===== config.mk =====
export PLATFORM = sky130hd
export DESIGN_NAME = mips_mem_arbiter_flat
export DESIGN_NICKNAME = d
export VERILOG_FILES = /design/src/rtl/mips_defs.sv /design/src/rtl/mips_mem_arbiter_if.sv /design/src/rtl/mem_rdata_router.sv /design/src/rtl/mips_mem_arbiter.sv /design/src/flat_wrapper.sv
export SDC_FILE = /design/constraint.sdc
export NUM_CORES = 1
export LEC_CHECK = 0
export BUFFER_PORTS_ARGS = -buffer_cell sky130_fd_sc_hd__clkbuf_2
export CAP_MARGIN = 20
export CORE_ASPECT_RATIO = 1.1
export CORE_MARGIN = 2
export CORE_UTILIZATION = 36
export CTS_BUF_LIST = sky130_fd_sc_hd__clkbuf_16
export CTS_CLUSTER_DIAMETER = 150
export DETAILED_ROUTE_END_ITERATION = 12
export GPL_TIMING_DRIVEN = 0
export PLACE_DENSITY = 0.85
export SLEW_MARGIN = 20
export SYNTH_ARGS = -nofsm -noshare
export SYNTH_HDL_FRONTEND = slang
export SYNTH_SLANG_ARGS = --single-unit

===== constraint.sdc =====
create_clock -name clk -period 5.2 [get_ports clk]
set_input_delay 0.26 -clock clk [delete_from_list [all_inputs] [get_ports clk]]
set_output_delay 0.26 -clock clk [all_outputs]
set_load 0.03 [all_outputs]

===== src/rtl/mips_defs.sv =====
// Shared definitions for the multicycle MIPS memory subsystem.
// Owner encoding is used by the arbiter and the read-return router.
package mips_defs;

    localparam int unsigned DEF_WIDTH = 8;

    typedef enum logic [1:0] {
        OWN_NONE = 2'd0,
        OWN_CPU  = 2'd1,
        OWN_HOST = 2'd2
    } owner_t;

endpackage


===== src/rtl/mips_mem_arbiter_if.sv =====
// One requester port of the memory arbiter: request, address, data and the grant/read return.
// The requester drives through master; the arbiter receives through slave.
interface mips_mem_arbiter_if #(
    parameter int unsigned WIDTH = mips_defs::DEF_WIDTH
);
    logic             req;
    logic             we;
    logic [WIDTH-1:0] adr;
    logic [WIDTH-1:0] wdata;
    logic             gnt;
    logic             rvalid;
    logic [WIDTH-1:0] rdata;

    modport master (output req, we, adr, wdata, input gnt, rvalid, rdata);
    modport slave  (input req, we, adr, wdata, output gnt, rvalid, rdata);
endinterface


===== src/rtl/mem_rdata_router.sv =====
// Remembers who issued last cycle's read and steers the memory read data back to that port.
// Outputs are forced low while reset is high so an in-flight read never surfaces.
module mem_rdata_router
    import mips_defs::*;
#(
    parameter int unsigned WIDTH = DEF_WIDTH
) (
    input  logic             clk,
    input  logic             reset,
    input  logic             rd_valid,
    input  owner_t           rd_owner,
    input  logic [WIDTH-1:0] memdata,
    output logic             cpu_rvalid,
    output logic [WIDTH-1:0] cpu_rdata,
    output logic             host_rvalid,
    output logic [WIDTH-1:0] host_rdata
);
    logic   valid_q;
    owner_t owner_q;

    always_ff @(posedge clk) begin
        if (reset) begin
            valid_q <= 1'b0;
            owner_q <= OWN_NONE;
        end else begin
            valid_q <= rd_valid;
            owner_q <= rd_owner;
        end
    end

    always_comb begin
        cpu_rvalid  = !reset && valid_q && (owner_q == OWN_CPU);
        host_rvalid = !reset && valid_q && (owner_q == OWN_HOST);
        cpu_rdata   = cpu_rvalid ? memdata : '0;
        host_rdata  = host_rvalid ? memdata : '0;
    end
endmodule


===== src/rtl/mips_mem_arbiter.sv =====
// Shares the single-ported unified memory between the CPU and the host load/debug port.
// CPU has priority; the wait counter forces a host grant after MAXWAIT denied cycles.
module mips_mem_arbiter
    import mips_defs::*;
#(
    parameter int unsigned WIDTH   = DEF_WIDTH,
    parameter int unsigned MAXWAIT = 4
) (
    input  logic              clk,
    input  logic              reset,
    mips_mem_arbiter_if.slave cpu,
    mips_mem_arbiter_if.slave host,
    input  logic              host_lock,
    output logic [WIDTH-1:0]  adr,
    output logic [WIDTH-1:0]  writedata,
    output logic              memwrite,
    output logic              memread,
    input  logic [WIDTH-1:0]  memdata
);
    localparam logic [3:0] MaxWait = 4'(MAXWAIT);

    owner_t     sel;
    owner_t     last_q;
    logic [3:0] waitcnt_q;
    logic [3:0] waitcnt_d;
    logic       host_due;

    assign host_due = host.req && (waitcnt_q == MaxWait);

    always_comb begin
        sel = OWN_NONE;
        if (reset) begin
            sel = OWN_NONE;
        end else if (host_lock) begin
            sel = host.req ? OWN_HOST : OWN_NONE;
        end else if (host_due) begin
            sel = OWN_HOST;
        end else if (cpu.req) begin
            sel = OWN_CPU;
        end else if (host.req) begin
            sel = OWN_HOST;
        end
    end

    assign cpu.gnt  = (sel == OWN_CPU);
    assign host.gnt = (sel == OWN_HOST);

    always_comb begin
        adr       = '0;
        writedata = '0;
        memwrite  = 1'b0;
        memread   = 1'b0;
        unique case (sel)
            OWN_CPU: begin
                adr       = cpu.adr;
                writedata = cpu.wdata;
                memwrite  = cpu.we;
                memread   = !cpu.we;
            end
            OWN_HOST: begin
                adr       = host.adr;
                writedata = host.wdata;
                memwrite  = host.we;
                memread   = !host.we;
            end
            default: ;
        endcase
    end

    always_comb begin
        waitcnt_d = waitcnt_q;
        if (!host.req || (sel == OWN_HOST)) begin
            waitcnt_d = '0;
        end else if (waitcnt_q < MaxWait) begin
            waitcnt_d = waitcnt_q + 4'd1;
        end
    end

    always_ff @(posedge clk) begin
        if (reset) begin
            waitcnt_q <= '0;
            last_q    <= OWN_NONE;
        end else begin
            waitcnt_q <= waitcnt_d;
            last_q    <= sel;
        end
    end

    // A host grant always leaves the starvation counter cleared.
    always_ff @(posedge clk) begin
        if (!reset) begin
            assert (!(last_q == OWN_HOST && waitcnt_q != 4'd0));
        end
    end

    mem_rdata_router #(
        .WIDTH(WIDTH)
    ) u_router (
        .clk        (clk),
        .reset      (reset),
        .rd_valid   (memread),
        .rd_owner   (sel),
        .memdata    (memdata),
        .cpu_rvalid (cpu.rvalid),
        .cpu_rdata  (cpu.rdata),
        .host_rvalid(host.rvalid),
        .host_rdata (host.rdata)
    );
endmodule


===== src/flat_wrapper.sv =====
// flat-port wrapper written by rule: the top's interface ports become plain ports
module mips_mem_arbiter_flat import mips_defs::*;
#(
    parameter int unsigned WIDTH   = DEF_WIDTH,
    parameter int unsigned MAXWAIT = 4
)
  (clk, reset, host_lock, adr, writedata, memwrite, memread, memdata, cpu_req, cpu_we, cpu_adr, cpu_wdata, cpu_gnt, cpu_rvalid, cpu_rdata, host_req, host_we, host_adr, host_wdata, host_gnt, host_rvalid, host_rdata);
  mips_mem_arbiter_if #(.WIDTH(WIDTH)) cpu_i ();
  mips_mem_arbiter_if #(.WIDTH(WIDTH)) host_i ();
  input  logic clk;
  input  logic reset;
  input  logic host_lock;
  output logic [WIDTH-1:0] adr;
  output logic [WIDTH-1:0] writedata;
  output logic memwrite;
  output logic memread;
  input  logic [WIDTH-1:0] memdata;
  input wire logic [$bits(cpu_i.req)-1:0] cpu_req;
  input wire logic [$bits(cpu_i.we)-1:0] cpu_we;
  input wire logic [$bits(cpu_i.adr)-1:0] cpu_adr;
  input wire logic [$bits(cpu_i.wdata)-1:0] cpu_wdata;
  output wire logic [$bits(cpu_i.gnt)-1:0] cpu_gnt;
  output wire logic [$bits(cpu_i.rvalid)-1:0] cpu_rvalid;
  output wire logic [$bits(cpu_i.rdata)-1:0] cpu_rdata;
  input wire logic [$bits(host_i.req)-1:0] host_req;
  input wire logic [$bits(host_i.we)-1:0] host_we;
  input wire logic [$bits(host_i.adr)-1:0] host_adr;
  input wire logic [$bits(host_i.wdata)-1:0] host_wdata;
  output wire logic [$bits(host_i.gnt)-1:0] host_gnt;
  output wire logic [$bits(host_i.rvalid)-1:0] host_rvalid;
  output wire logic [$bits(host_i.rdata)-1:0] host_rdata;
  assign cpu_i.req = cpu_req;
  assign cpu_i.we = cpu_we;
  assign cpu_i.adr = cpu_adr;
  assign cpu_i.wdata = cpu_wdata;
  assign cpu_gnt = cpu_i.gnt;
  assign cpu_rvalid = cpu_i.rvalid;
  assign cpu_rdata = cpu_i.rdata;
  assign host_i.req = host_req;
  assign host_i.we = host_we;
  assign host_i.adr = host_adr;
  assign host_i.wdata = host_wdata;
  assign host_gnt = host_i.gnt;
  assign host_rvalid = host_i.rvalid;
  assign host_rdata = host_i.rdata;
  mips_mem_arbiter #(.WIDTH(WIDTH), .MAXWAIT(MAXWAIT)) u_core (.clk(clk), .reset(reset), .cpu(cpu_i), .host(host_i), .host_lock(host_lock), .adr(adr), .writedata(writedata), .memwrite(memwrite), .memread(memread), .memdata(memdata));
endmodule

==> impl_results.md <==
- Run status: completed
- Hold Crit Class: input port to flop
- Initial Utilization: 37.5%
- Diodes inserted: 0
- Area growth, synth to finish: 72.0%
- Largest net degree at the start of global routing: 11
- Hpwl dp: 2110 um
- Iter 0 DRT Violations: 11
- Overflow after GRT: 0
- H-tree level count: 1
- Vias per std cell: 4.88
- First-pass GRT wire length: 3750 um
- TritonCTS clock tree: built
- Syn_nets: 154
- Final antenna-violating net count: 0
- DRT Wirelength: 2410 um
- Required @ worst endpoint: 4.94 ns
- Vias in the first global route: 974
- # DRC: 0
- CTS max path bufs: 2
- Share of layout cells above drive strength 1: 50.3%
- Row cnt: 17
- CTS buffer count: 3
- Kind of end point of the critical path: output pin
- I/O pin cnt: 85
- Setup_tns: 0 ns
- Syn_area_per_cell: 7.35 um^2
- Worst Clk Skew: 0.00266 ns
- Die height: 51.6 um
- GRT Resource Usage Total: 20.6%
- Core Region: 0.00198 mm^2
- Max-slew headroom: 73.9%
- Post-CTS Resized: 0
- Synth Register Bits: 7
- Die X: 47.3 um
- Slew Viols, Final: 0
- Unrepaired setup endpoints after global routing: no
- First-pass detailed-route iteration total: 4
- DP Area: 0.00120 mm^2
- Fmax: 352 MHz
- Die area: 0.00244 mm^2
- Fin nets: 243
- Syn Inst Count: 101
- Setup CP Type: flop to output pin
- Fillers: 190
- Routability cong.: 0.741
- CTS Hold Buffers Added: 0
- Distinct cells, synth: 23
- Critical Path Fanout Max: 10
- Arr. time, crit path: 2.58 ns
- Port bufs: 84
- Ys Warns: 0
- Clock latency on the worst-skew pair: 0.23 ns
- TritonCTS Sinks: 7
- Final hold violation count: 0
- # Post-CTS Setup Buffers: 0
- Peak VDD IR: 0.000119 V
- Reg clk slew, reported paths: 0.04 ns
- Startpoint types: flop
- MaxCap Viol Count: 0
- Fin crit period: 2.84 ns
- Root Driver: clkbuf_16
- Pwr per Cell Area: 189 mW/mm^2
- # setup viols final: 0
- Design Area, Final: 0.00128 mm^2
- Worst-margin pin slew: 0.391 ns
- Static Leak: 0.687 nW
- Syn Std Cell Area: 742 um^2
- Initial antenna violation count: 0
- DR vias: 1,059
- Register area share after synthesis: 18.9%
- WL/cell: 11.1 um
- Period utilization: 54.6%
[worst max-delay path: stages (launching register included)]
cell and delay, ns:
dfxtp_1 0.36, inv_1 0.06, ha_1 0.19, and3b_1 0.18, buf_6 0.13, a211o_1 0.31, ha_1 0.28, buf_2 0.20
buf_1 0.35, nor2_1 0.10, clkbuf_2 0.19
[final timing paths]
check / startpoint / to / slack [ns] / depth (start not counted)
min reg2reg: u_core.waitcnt_q[2] / u_core.waitcnt_q[2] / 0.49 / 2
min: host_req / u_core.u_router.owner_q[0] / 0.28 / 2
max: u_core.waitcnt_q[0] / adr[0] / 2.36 / 10
max reg2reg: u_core.waitcnt_q[0] / u_core.waitcnt_q[2] / 3.08 / 8
[per-layer routing]
| layer | vias up | global-route usage [%] | routed length, um | part of all wire [%] |
|---|---|---|---|---|
| met5 | - | 0 | 0 | 0 |
| met4 | 0 | 7.87 | 14 | 0.58 |
| met3 | 2 | 1.04 | 270 | 11 |
| met2 | 65 | 42.1 | 1310 | 54 |
| met1 | 463 | 19.5 | 818 | 34 |
| li1 | 529 | - | - | - |
[Yosys cell counts]
library cell / n / area share [%]
a211o_1: 1 / 1.2
a211oi_1: 3 / 3.0
a21oi_1: 4 / 2.7
a22oi_1: 17 / 17
and2_1: 16 / 13
and3b_1: 1 / 1.2
buf_1: 1 / 0.51
buf_2: 6 / 4.0
buf_6: 1 / 1.5
clkbuf_1: 1 / 0.51
dfxtp_1: 7 / 19
ha_1: 6 / 10
inv_1: 4 / 2.0
nand2b_1: 3 / 2.5
nand2b_2: 1 / 1.2
nor2_1: 18 / 9.1
nor2b_1: 1 / 0.84
nor4bb_1: 2 / 2.7
o21a_1: 2 / 2.0
o21ai_0: 2 / 1.3
o21ai_1: 1 / 0.67
or3_1: 1 / 0.84
or3b_1: 2 / 2.4
[cell type report]
type                            instances  area (um^2)  share of cell area (%)
Clock inverter                          1         3.75                   0.294
Inverter                                4         15.0                    1.18
Tap cell                               28         35.0                    2.75
Timing Repair Buffer                   84          420                    32.9
Clock buffer                            3         75.1                    5.88
Buffer                                  9         48.8                    3.82
Sequential cell                         7          140                    11.0
Multi-Input combinational cell         81          538                    42.2
[logic make-up after synthesis]
family | Yosys count | share of synthesized area (%)
AO/OA/AOI/OAI | 30 | 28.2
adder cells (fa/ha/maj) | 6 | 10.1
buffers and inverters | 13 | 8.60
flip-flops | 7 | 18.9
AND/OR/NAND/NOR | 45 | 34.2
[cell usage in the layout, fill, tap and decap left out, types with 2 or more instances in the layout]
cell       Yosys  routed
dfxtp_1        7       7
nand2b_1       3       3
or3b_1         2       2
a21oi_1        4       4
nor4bb_1       2       2
clkbuf_2       0      84
a211oi_1       3       3
and2_1        16      16
o21a_1         2       2
clkbuf_16      0       3
o21ai_0        2       2
a22oi_1       17      17
inv_1          4       5
nor2_1        18      18
ha_1           6       6
buf_2          6       6
[power by group]
part	internal (W)	switching (W)	leakage [nW]	total, W
clock	0.0000998	0.0000271	0.0423	0.000127
combinational	0.0000258	0.0000324	0.588	0.0000582
sequential	0.0000556	0.000000949	0.0570	0.0000566
total	0.000181	0.0000605	0.687	0.000242
[through the flow]
stage               worst slack [ns]  utilization [%]   power, W  hold WS, ns  instances
floorplan                       2.73                -  0.0000882        0.333        101
global placement                2.69             60.5   0.000113        0.464        213
detailed placement              2.59             60.5   0.000115        0.488        213
CTS                             2.34             64.5   0.000244        0.283        217
global route                    2.15             64.5   0.000253        0.308        217
finish                          2.36             64.5   0.000242        0.284        217
[registers in the layout, indices dropped and copies added (netlist names)]
register / flops
u_core.waitcnt_q: 4
u_core.u_router.owner_q: 2
u_core.u_router.valid_q: 1
Note: power is estimated with default switching activity, not from simulation.
